$ cat config.mk
export PLATFORM = sky130hd
export DESIGN_NAME = response_resolver
export DESIGN_NICKNAME = d
export VERILOG_FILES = /design/src/rtl/capp_pkg.sv /design/src/rtl/capp_priority_encoder.sv /design/src/rtl/response_resolver.sv
export SDC_FILE = /design/constraint.sdc
export NUM_CORES = 1
export LEC_CHECK = 0
export BUFFER_PORTS_ARGS = -buffer_cell sky130_fd_sc_hd__buf_2
export CAP_MARGIN = 20
export CORE_MARGIN = 1
export CORE_UTILIZATION = 26
export DETAILED_ROUTE_END_ITERATION = 8
export HOLD_SLACK_MARGIN = 0.08
export PLACE_DENSITY = 0.44
export REMOVE_ABC_BUFFERS = 1
export SLEW_MARGIN = 30
export SYNTH_ARGS = -nofsm -noshare
export SYNTH_HDL_FRONTEND = slang
export SYNTH_SLANG_ARGS = --single-unit
$ cat constraint.sdc
create_clock -name clk -period 8.77 [get_ports clk]
set_clock_uncertainty 0.05 [all_clocks]
set_input_delay 1.3155 -clock clk [delete_from_list [all_inputs] [get_ports clk]]
set_output_delay 1.3155 -clock clk [all_outputs]
set_load 0.02 [all_outputs]
$ cat src/rtl/capp_pkg.sv
// Shared CAPP constants and the response resolver state encoding,
// common to the compare stage, the cell array and the resolver.
package capp_pkg;

  localparam int CAPP_WORDS = 100;
  localparam int CAPP_IDX_W = 7;

  typedef enum logic [1:0] {
    IDLE   = 2'd0,
    SCAN   = 2'd1,
    FINISH = 2'd2
  } resolver_state_e;

endpackage

$ cat src/rtl/capp_priority_encoder.sv
// Combinational lowest-set-bit priority encoder over the CAPP tag vector.
// The index is 0 when nothing is set.
module capp_priority_encoder
  import capp_pkg::*;
#(
  parameter int WORDS = CAPP_WORDS,
  parameter int IDX_W = CAPP_IDX_W
) (
  input  logic [WORDS-1:0] req,
  output logic             found,
  output logic [IDX_W-1:0] index
);

  // Scan from the top down so the lowest set bit is the last one written
  always_comb begin
    found = 1'b0;
    index = {IDX_W{1'b0}};
    for (int i = WORDS - 1; i >= 0; i--) begin
      if (req[i]) begin
        found = 1'b1;
        index = IDX_W'(i);
      end else begin
        found = found;
        index = index;
      end
    end
  end

endmodule

$ cat src/rtl/response_resolver.sv
// Latches CAPP responders into a tag register and enumerates them in
// ascending order over a valid/ready stream. Optional: RESOLVER_COUNT_EN.
module response_resolver
  import capp_pkg::*;
#(
  parameter int WORDS = CAPP_WORDS,
  parameter int IDX_W = CAPP_IDX_W
) (
  input  logic               clk,
  input  logic               rst_n,
  input  logic [WORDS-1:0]   mismatch_lines,
  input  logic               capture,
  input  logic               tag_and,
  input  logic               abort,
  output logic               resp_valid,
  input  logic               resp_ready,
  output logic [IDX_W-1:0]   resp_index,
  output logic               some_responder,
  output logic               busy,
  output logic               done,
  output logic [IDX_W:0]     responder_count
);

  resolver_state_e  state_r, state_nxt_s;
  logic [WORDS-1:0] tag_r, tag_nxt_s, capture_tag_s, clear_mask_s;
  logic             found_s;
  logic [IDX_W-1:0] first_idx_s;

  capp_priority_encoder #(
    .WORDS (WORDS),
    .IDX_W (IDX_W)
  ) u_penc (
    .req   (tag_r),
    .found (found_s),
    .index (first_idx_s)
  );

  // Tag value that a capture edge would load
  always_comb begin
    if (tag_and) begin
      capture_tag_s = tag_r & ~mismatch_lines;
    end else begin
      capture_tag_s = ~mismatch_lines;
    end
    clear_mask_s = {{(WORDS-1){1'b0}}, 1'b1} << first_idx_s;
  end

  // Next-state and tag update; abort takes precedence over a handshake
  always_comb begin
    state_nxt_s = state_r;
    tag_nxt_s   = tag_r;
    case (state_r)
      IDLE: begin
        if (capture) begin
          state_nxt_s = SCAN;
          tag_nxt_s   = capture_tag_s;
        end else begin
          state_nxt_s = IDLE;
        end
      end
      SCAN: begin
        if (abort) begin
          state_nxt_s = IDLE;
        end else if (!found_s) begin
          state_nxt_s = FINISH;
        end else if (resp_ready) begin
          tag_nxt_s = tag_r & ~clear_mask_s;
        end else begin
          state_nxt_s = SCAN;
        end
      end
      FINISH: begin
        state_nxt_s = IDLE;
      end
      default: begin
        state_nxt_s = IDLE;
      end
    endcase
  end

  // State and tag registers
  always_ff @(posedge clk or negedge rst_n) begin
    if (!rst_n) begin
      state_r <= IDLE;
      tag_r   <= {WORDS{1'b0}};
    end else begin
      state_r <= state_nxt_s;
      tag_r   <= tag_nxt_s;
    end
  end

  assign resp_valid     = (state_r == SCAN) && found_s;
  assign resp_index     = first_idx_s;
  assign some_responder = |tag_r;
  assign busy           = (state_r != IDLE);
  assign done           = (state_r == FINISH) && !abort;

`ifdef RESOLVER_COUNT_EN
  logic [IDX_W:0] count_r, count_nxt_s;

  // Popcount of the freshly captured tag value
  always_comb begin
    count_nxt_s = {(IDX_W+1){1'b0}};
    for (int i = 0; i < WORDS; i++) begin
      count_nxt_s = count_nxt_s + {{IDX_W{1'b0}}, capture_tag_s[i]};
    end
  end

  // Count is frozen between captures
  always_ff @(posedge clk or negedge rst_n) begin
    if (!rst_n) begin
      count_r <= {(IDX_W+1){1'b0}};
    end else if ((state_r == IDLE) && capture) begin
      count_r <= count_nxt_s;
    end else begin
      count_r <= count_r;
    end
  end

  assign responder_count = count_r;
`else
  assign responder_count = {(IDX_W+1){1'b0}};
`endif

endmodule

* Word level (Yosys, flattened, before mapping)
Index checks and enable logic that the tools add are counted.
** Operators by class
- Equality and inequality tests :: 7
- Shift-type cells :: 1
- Mux-type cells :: 211
- Bitwise operators :: 4
- Reductions and logical operators :: 8
** Operator list (count)
- $mux W7 :: 100
- $mux W100 :: 5
- $and A100 B100 Y100 :: 2
- $not A100 Y100 :: 2
- $pmux W100 S2 :: 1
- $mux W1 :: 101
- $reduce_or A100 Y1 :: 1
- $shl A1 B7 Y100 const A :: 1
- $ne A2 B2 Y1 const B :: 4
- $mux W2 :: 3
- $reduce_and A5 Y1 :: 1
- $ne A4 B4 Y1 const B :: 1
- $pmux W2 S2 :: 1
- $reduce_bool A2 Y1 :: 2
- $eq A2 B1 Y1 const B :: 1
- $eq A2 B2 Y1 const B :: 1
- $logic_and A1 B1 Y1 :: 2
- $logic_not A2 Y1 :: 1
- $logic_not A1 Y1 :: 1
** Word-level totals
- Register bits :: 102
- Bits of input ports :: 106
- Output and inout bits :: 19
- Logic and storage cells :: 233

* Logic depth before layout (Yosys ltp)
Gate-level depths: netlist (run 1).
- Word-level depth :: 107
- Depth in mapped cells :: 11
- Depth with buffers taken out :: 11

* By module
Synthesis (run 1) repeated with hierarchy kept, for this count alone.
** Second synthesis, totals
- Cells, all modules :: 816
- Area, all modules :: 6754.0 sq um
** By module, submodules not included
- response_resolver :: instances 1, cells an instance 580, area each 5390.2 sq um, sequential area each 2552.4 sq um
- capp_priority_encoder :: instances 1, cells an instance 236, area each 1363.8 sq um, sequential area each 0.0 sq um

* Least setup slack after synthesis (run 1)
OpenSTA, ideal clock, no wires.
- Path kind :: reg2out
- Start :: register tag_r[21]
- End :: output resp_index[6]
- Arrival :: 2302 ps
- Required time :: 7405 ps
- Path slack :: 5102 ps
- Cell stages (with the launch flop) :: 6
- Cells stage by stage :: dfrtp_1 > or4_1 > or4_4 > nor4_2 > o21ai_2 > inv_2
** On the way
- Longest elaborated chain between the ends :: 22
** Ends and longest elaborated chain
- start, declared :: RTL line response_resolver.sv:25 : logic [WORDS-1:0] tag_r, tag_nxt_s, capture_tag_s, clear_mask_s;
- start signal, assigned :: RTL line response_resolver.sv:85 : tag_r <= {WORDS{1'b0}};
- start signal, assigned :: RTL line response_resolver.sv:88 : tag_r <= tag_nxt_s;
- $mux W7 (22 in a row) :: RTL line capp_priority_encoder.sv:19 : if (req[i]) begin
- end, declared :: RTL line response_resolver.sv:17 : output logic [IDX_W-1:0] resp_index,
No other way between the ends.

* Final worst setup path (run 1)
- Start :: register tag_r[35]
- End :: output resp_index[6]
** On the way
- Longest elaborated chain between the ends :: 36
** Ends and longest elaborated chain (RTL line)
- $mux W7 (36 in a row) :: capp_priority_encoder.sv:19
No other way between the ends.

==> results.py, run 1 <==
metrics = {
    "status": {
        "status": "complete, no violations",
    },
    "timing": {
        "grt_setup_unrepaired": "no",
        "finalCritPeriodShare": 0.520,
        "timing_worst_slew_pin_value_ns": 0.935,
        "setup_viol_count_final": 0,
        "setup_ws_ns": 4.21,
        "hold_viol": 0,
        "relSlewSlack": 0.371,
        "maxSlewViolCount": 0,
        "finalSetupTns_ns": 0,
        "max_clock_freq_mhz": 219,
        "final.min_clock_period_ns": 4.56,
    },
    "worst_setup_path": {
        "crit_path_cell_trace": "nor4_1 -> nand4_1 -> nor4_2 -> o21ai_2 -> inv_2 -> buf_2",
        "critical_path.endpoint": "resp_index[6]",
        "standard_cell_with_the_maximum_stage_delay_on_the_critical_path": "nor4_1",
        "worstRegToRegCells": 9,
        "critPathRequiredTime_ns": 7.40,
        "worst-endpoint-arrival_ns": 3.20,
        "r2r_slack_ns": 4.79,
        "worst_setup_path_startpoint": "tag_r[35]",
        "timing.critical_path.fanout_max": 6,
        "worstSetupPathType": "reg -> out",
        "reg2reg_to": "tag_r[49]",
        "slowest_delay_ns": 0.83,
        "worstReg2RegStart": "tag_r[35]",
        "cp-end-kind": "output pin",
        "cp-start-kind": "register",
    },
    "global_routing": {
        "grt_remaining_overflow": 0,
        "via_count_of_the_first_global_routing_pass": 6805,
        "grt_start_max_net_pins": 66,
        "grt_antenna_before_repair": 1,
        "globalRouteTotalUtil": 0.229,
        "grt_pass1_wl_microns": 44100,
    },
    "placed_design": {
        "pre_cts_slack_ns": 4.64,
        "placed_area_sq_um": 7630,
        "place.gp.congestion": 0.872,
        "placement.io_buffers": 116,
        "hpwl_reported_at_the_end_of_detailed_placement_microns": 21000,
    },
    "pwr": {
        "cellPowerDensity_nw_per_um2": 219,
        "p_leak_nw": 3.13,
        "max-vdd-ir-drop_mv": 0.0881,
        "totalPowerFinal_mw": 1.73,
    },
    "final_layout": {
        "area.growth.synth_to_final_pct": 18.3,
        "finish.instance_area_sq_um": 7890,
        "fraction_of_final_layout_cells_with_drive_strength_greater_than_1": 0.185,
        "design.final.nets": 1057,
        "antennaDiodeCount": 0,
    },
    "drt": {
        "top_signal_layer_used": "met4",
        "detail_route.first_pass.iterations": 8,
        "met1_length_microns": 13400,
        "detail_route.vias_per_cell": 5.74,
        "finalWirelength_microns": 30000,
        "dr_total_vias": 7385,
        "starting_drt_drc_count": 624,
        "drt.antenna.violating_nets": 0,
        "wl_per_cell_microns": 23.4,
        "post-route-drc-count": 0,
        "routed-wl-met2_microns": 13800,
        "routed-wl-met3_microns": 1960,
    },
    "clock_network": {
        "cts_sinks": 102,
        "clock_tree.root_cell": "clkbuf_16",
        "tritoncts": "yes",
        "cts-root-to-sink-buffers": 2,
        "cts.reportedPaths.clkPinSlew_ns": 0.07,
        "cts-htree-levels": 3,
        "cts_hold_buf": 0,
        "clk-insertion-delay-late_ns": 0.36,
        "number_of_buffers_added_for_setup_after_cts": 0,
        "tritoncts_buffers": 9,
        "post_cts.resized_instances": 0,
    },
    "yosys": {
        "netlist-cell-type-count": 68,
        "synth.yosys.warnings": 0,
        "synth_seq_area_share": 0.383,
        "synth.cell_area_sq_um": 6670,
        "synth_async_sr_flop_share": 1.00,
        "number_of_synthesized_register_bits": 102,
        "synth_top_cell_by_area": "dfrtp_1",
        "synth_edf_count": 0,
        "yosys_most_used_dff": "dfrtp_1",
        "synth_top_area_frac": 0.383,
        "synthTopCellsByArea": "dfrtp_1, a21oi_1, o21ai_0, nor2_1, nand2_1",
        "synthCells": 849,
        "synthesis.area_per_instance_sq_um": 7.86,
    },
    "die": {
        "starting_density_of_the_core": 0.265,
        "chipWidth_microns": 162,
        "placeableCoreArea_sq_um": 25200,
        "rows": 58,
        "num_io_pins": 125,
        "die_height_microns": 162,
        "dieArea_sq_um": 26300,
    },
    "hold_path": {
        "hp-class": "reg -> reg",
    },
    "run": {
        "max_cap_violations": 0,
    },
}
per-layer routing:
metal | track usage | vias to the layer above
met5 | 0 | -
met4 | 0.0879 | 0
met3 | 0.0312 | 49
met2 | 0.360 | 333
met1 | 0.317 | 3612
li1 | - | 3391
cell families after synthesis:
| kind of cell | count (synthesis) | share of synthesized area |
|---|---|---|
| AO/OA/AOI/OAI | 334 | 0.317 |
| other | 1 | 0.000562 |
| flip-flops | 102 | 0.383 |
| multiplexers | 2 | 0.00300 |
| AND/OR/NAND/NOR | 334 | 0.248 |
| buffers and inverters | 76 | 0.0488 |
power breakdown:
part / total, mW / internal (mW) / switching [mW] / leakage [nW]
combinational: 0.600 / 0.203 / 0.396 / 1.81
clock: 0.392 / 0.201 / 0.191 / 0.128
sequential: 0.735 / 0.575 / 0.160 / 1.19
total: 1.73 / 0.980 / 0.747 / 3.13
worst min-delay path by stage:
stage,depth (start not counted),start,endpoint,slack [ns]
finish,1,state_r[1],state_r[0],0.49
global route,1,state_r[1],state_r[0],0.51
CTS,1,state_r[1],state_r[0],0.49
detailed placement,1,state_r[1],state_r[0],0.48
global placement,1,state_r[1],state_r[0],0.49
floorplan,1,state_r[1],state_r[0],0.40
placed cells by master, fill, tap and decap left out, drive strengths merged, types with 8 or more instances in the layout:
master | netlist | routed
nand3 | 9 | 9
conb | 1 | 8
a221oi | 8 | 8
buf | 18 | 132
o21ai | 96 | 96
a21oi | 101 | 101
a31oi | 25 | 25
o311ai | 12 | 12
clkbuf | 30 | 15
nor3 | 25 | 25
nor2 | 108 | 108
o31ai | 8 | 8
inv | 28 | 28
or4 | 16 | 16
nand2b | 8 | 8
o211ai | 16 | 16
dfrtp | 102 | 102
nor4 | 40 | 40
o22a | 12 | 12
nand2 | 91 | 91
nor2b | 10 | 10
synthesized netlist by cell type, types with 11 or more instances:
cell type  number
o21ai_0        80
inv_1          26
nor4_1         39
nor2_1        106
dfrtp_1       102
nor3_1         22
nand2_1        90
a31oi_1        25
clkbuf_1       30
a21oi_1       100
o22a_1         12
o311ai_0       11
or4_1          13
o211ai_1       16
o21ai_1        12
critical path: cells and delay by family, from the launching register on:
family                 cells  cell delay (ns)
AOI/OAI and AO/OA          1             0.20
buffers and inverters      2             0.37
DFF                        1             0.44
and+or+nand+nor            3             1.83
per-stage QoR:
step	hold WS, ns	instances	util
floorplan	0.403	808	-
global placement	0.485	1270	0.302
detailed placement	0.483	1270	0.303
CTS	0.493	1286	0.313
global route	0.514	1286	0.313
finish	0.487	1286	0.313
sequential cells by signal, summed over array words and instances, names as in the netlist:
| name | flops |
|---|---|
| state_r | 2 |
| tag_r | 100 |
cell type report:
class	instances	area [sq um]
Timing Repair Buffer	132	703
Multi-Input combinational cell	678	3850
Fill cell	2764	17300
Inverter	28	105
Clock inverter	1	5.00
Clock buffer	15	258
Sequential cell	102	2550
Tap cell	330	413
No activity file was read; power rests on OpenSTA's default activity.
==> inputs of run 2 (changes only) <==
==> constraint.sdc (replaced) <==
create_clock -name clk -period 4.2 [get_ports clk]
set_clock_uncertainty 0.05 [all_clocks]
set_input_delay 0.63 -clock clk [delete_from_list [all_inputs] [get_ports clk]]
set_output_delay 0.63 -clock clk [all_outputs]
set_load 0.02 [all_outputs]
==> run 2 against run 1 <==
  * Power up 120%
  * Critical endpoint is now tag_r[24]
  * Clock-buffer cell count down 2
  * Non-clock buffer count up 23
  * Register-to-register slack worse by 4.6 ns
  * Hold slack worse by 0.32 ns
==> results.py, run 2 (synthesis results as in run 1) <==
metrics = {
    "status": {
        "status": "complete, no violations",
    },
    "die": {
        "placeableCoreArea_sq_um": 25200,
        "rows": 58,
        "chipWidth_microns": 162,
        "die_height_microns": 162,
        "starting_density_of_the_core": 0.265,
        "dieArea_sq_um": 26300,
        "num_io_pins": 125,
    },
    "drt": {
        "post-route-drc-count": 0,
        "finalWirelength_microns": 29700,
        "drt.antenna.violating_nets": 0,
        "detail_route.first_pass.iterations": 6,
        "dr_total_vias": 7365,
        "starting_drt_drc_count": 777,
        "wl_per_cell_microns": 22.7,
        "detail_route.vias_per_cell": 5.63,
    },
    "pwr": {
        "cellPowerDensity_nw_per_um2": 458,
        "p_seq_frac": 0.411,
        "max-vdd-ir-drop_mv": 0.172,
        "power_switching_mw": 1.55,
        "combinational_share_of_power": 0.349,
        "pwr-share-clk": 0.240,
        "power.switching_fraction": 0.417,
        "p_int_mw": 2.17,
        "totalPowerFinal_mw": 3.73,
        "p_leak_nw": 3.28,
    },
    "clock_network": {
        "cts-htree-levels": 3,
        "cts_sinks": 102,
        "cts.reportedPaths.clkPinSlew_ns": 0.08,
        "cts-root-to-sink-buffers": 2,
        "clk-insertion-delay-late_ns": 0.36,
        "clock_tree.root_cell": "clkbuf_16",
        "number_of_buffers_added_for_setup_after_cts": 0,
        "tritoncts": "yes",
        "tritoncts_buffers": 9,
    },
    "timing": {
        "max_clock_freq_mhz": 252,
        "grt_setup_unrepaired": "no",
        "hold_viol": 0,
        "finalSetupTns_ns": 0,
        "maxSlewViolCount": 0,
        "timing_worst_slew_pin_value_ns": 0.887,
        "relSlewSlack": 0.408,
        "setup_viol_count_final": 0,
        "final.min_clock_period_ns": 3.97,
        "finalCritPeriodShare": 0.945,
    },
    "hold_path": {
        "hp-class": "in -> async",
    },
    "final_layout": {
        "finish.instance_area_sq_um": 8130,
        "finalCoreUtilization": 0.323,
        "fraction_of_final_layout_cells_with_drive_strength_greater_than_1": 0.206,
        "layout_commonest_cell": "buf_2",
        "mostFrequentLayoutCells": "buf_2, nor2_1, dfrtp_1",
        "registers.top_by_ff_count": "tag_r",
        "largest_registers": "tag_r: 100 flops, state_r: 2 flops",
        "antennaDiodeCount": 0,
        "largest_register_ffs": 100,
        "design.final.nets": 1080,
        "area.growth.synth_to_final_pct": 21.8,
    },
    "worst_setup_path": {
        "crit_path_cell_trace": "or4_1 -> a2111oi_1 -> o311ai_0 -> nor3_1 -> o21ai_1 -> a31o_2 -> nand3b_1 -> buf_4 -> o311ai_0 -> nand2_1",
        "worst-endpoint-arrival_ns": 4.15,
        "worstSetupPathType": "reg -> reg",
        "r2r_slack_ns": 0.23,
        "worst_path_dominant_cell_family": "compound AO/OA/AOI/OAI gates",
        "critPathRequiredTime_ns": 4.38,
        "cp_num_buf_inv": 1,
        "slowest_delay_ns": 0.57,
        "cp-start-kind": "register",
        "timing.critical_path.mode_cell": "o311ai_0",
        "standard_cell_with_the_maximum_stage_delay_on_the_critical_path": "a2111oi_1",
        "timing.critical_path.fanout_max": 10,
        "cp-end-kind": "register",
    },
    "global_routing": {
        "grt_pass1_wl_microns": 44500,
        "via_count_of_the_first_global_routing_pass": 7047,
        "globalRouteTotalUtil": 0.230,
        "grt_start_max_net_pins": 69,
        "grt_antenna_before_repair": 0,
        "grt_remaining_overflow": 0,
    },
    "placed_design": {
        "place.gp.congestion": 0.916,
        "hpwl_reported_at_the_end_of_detailed_placement_microns": 22000,
        "placed_area_sq_um": 7800,
        "placement.io_buffers": 116,
    },
    "run": {
        "max_cap_violations": 0,
    },
}
==> run 2: cell types whose count changed in the layout (fill, tap and decap cells not counted), sizes merged <==
| cell | previous run | this run |
|---|---|---|
| clkbuf | 15 | 13 |
| clkinvlp | 0 | 1 |
| buf | 132 | 155 |
| bufinv | 0 | 1 |
==> run 2: area by class of cell <==
class / instances / area [sq um]
timing repair buffer: 155 / 913
clock buffer: 13 / 260
tap: 330 / 413
sequential: 102 / 2550
fill: 2753 / 17100
inverter: 28 / 105
multi-input combinational: 678 / 3840
clock inverter: 3 / 42.5
==> run 2: per-stage QoR <==
stage                     setup WS (ns)  hold slack (ns)  cells
final                             0.229            0.171   1309
after global routing             0.0275            0.193   1309
after CTS                        0.0923            0.377   1308
after detailed placement         0.0695            0.489   1292
after global placement           0.0223            0.483   1292
after floorplan                  -0.315            0.284    808
==> run 2: final timing paths <==
path / startpoint / to / cells past startpoint
worst min-delay path: rst_n / tag_r[81] / 1
min in group clk: mismatch_lines[50] / tag_r[50] / 2
worst max register to register: tag_r[35] / tag_r[24] / 10
worst max-delay path: tag_r[35] / tag_r[24] / 10
worst min register to register: state_r[1] / state_r[0] / 1
max in group asynchronous: rst_n / tag_r[30] / 2
==> run 2: routing by layer <==
layer / share of wire / GRT usage / vias to the layer above
li1: - / - / 3435
met1: 0.46 / 0.320 / 3624
met2: 0.47 / 0.373 / 274
met3: 0.051 / 0.0268 / 32
met4: 0.022 / 0.0643 / 0
met5: 0 / 0 / -
==> run 2: power groups by stage <==
stage	Combinational [mW]	Sequential (mW)	Clock [mW]
floorplan	0.736	1.43	0
CTS	1.29	1.52	0.914
detailed placement	1.29	1.54	0
global route	1.41	1.57	0.952
finish	1.30	1.53	0.894
global placement	1.29	1.54	0
==> run 2: repair_timing <==
item | in CTS | in global routing
hold endpoints to repair | 0 | 0
gates resized for setup | 0 | 2
hold buffers | 0 | 0
endpoints found under the setup margin | 0 | 17
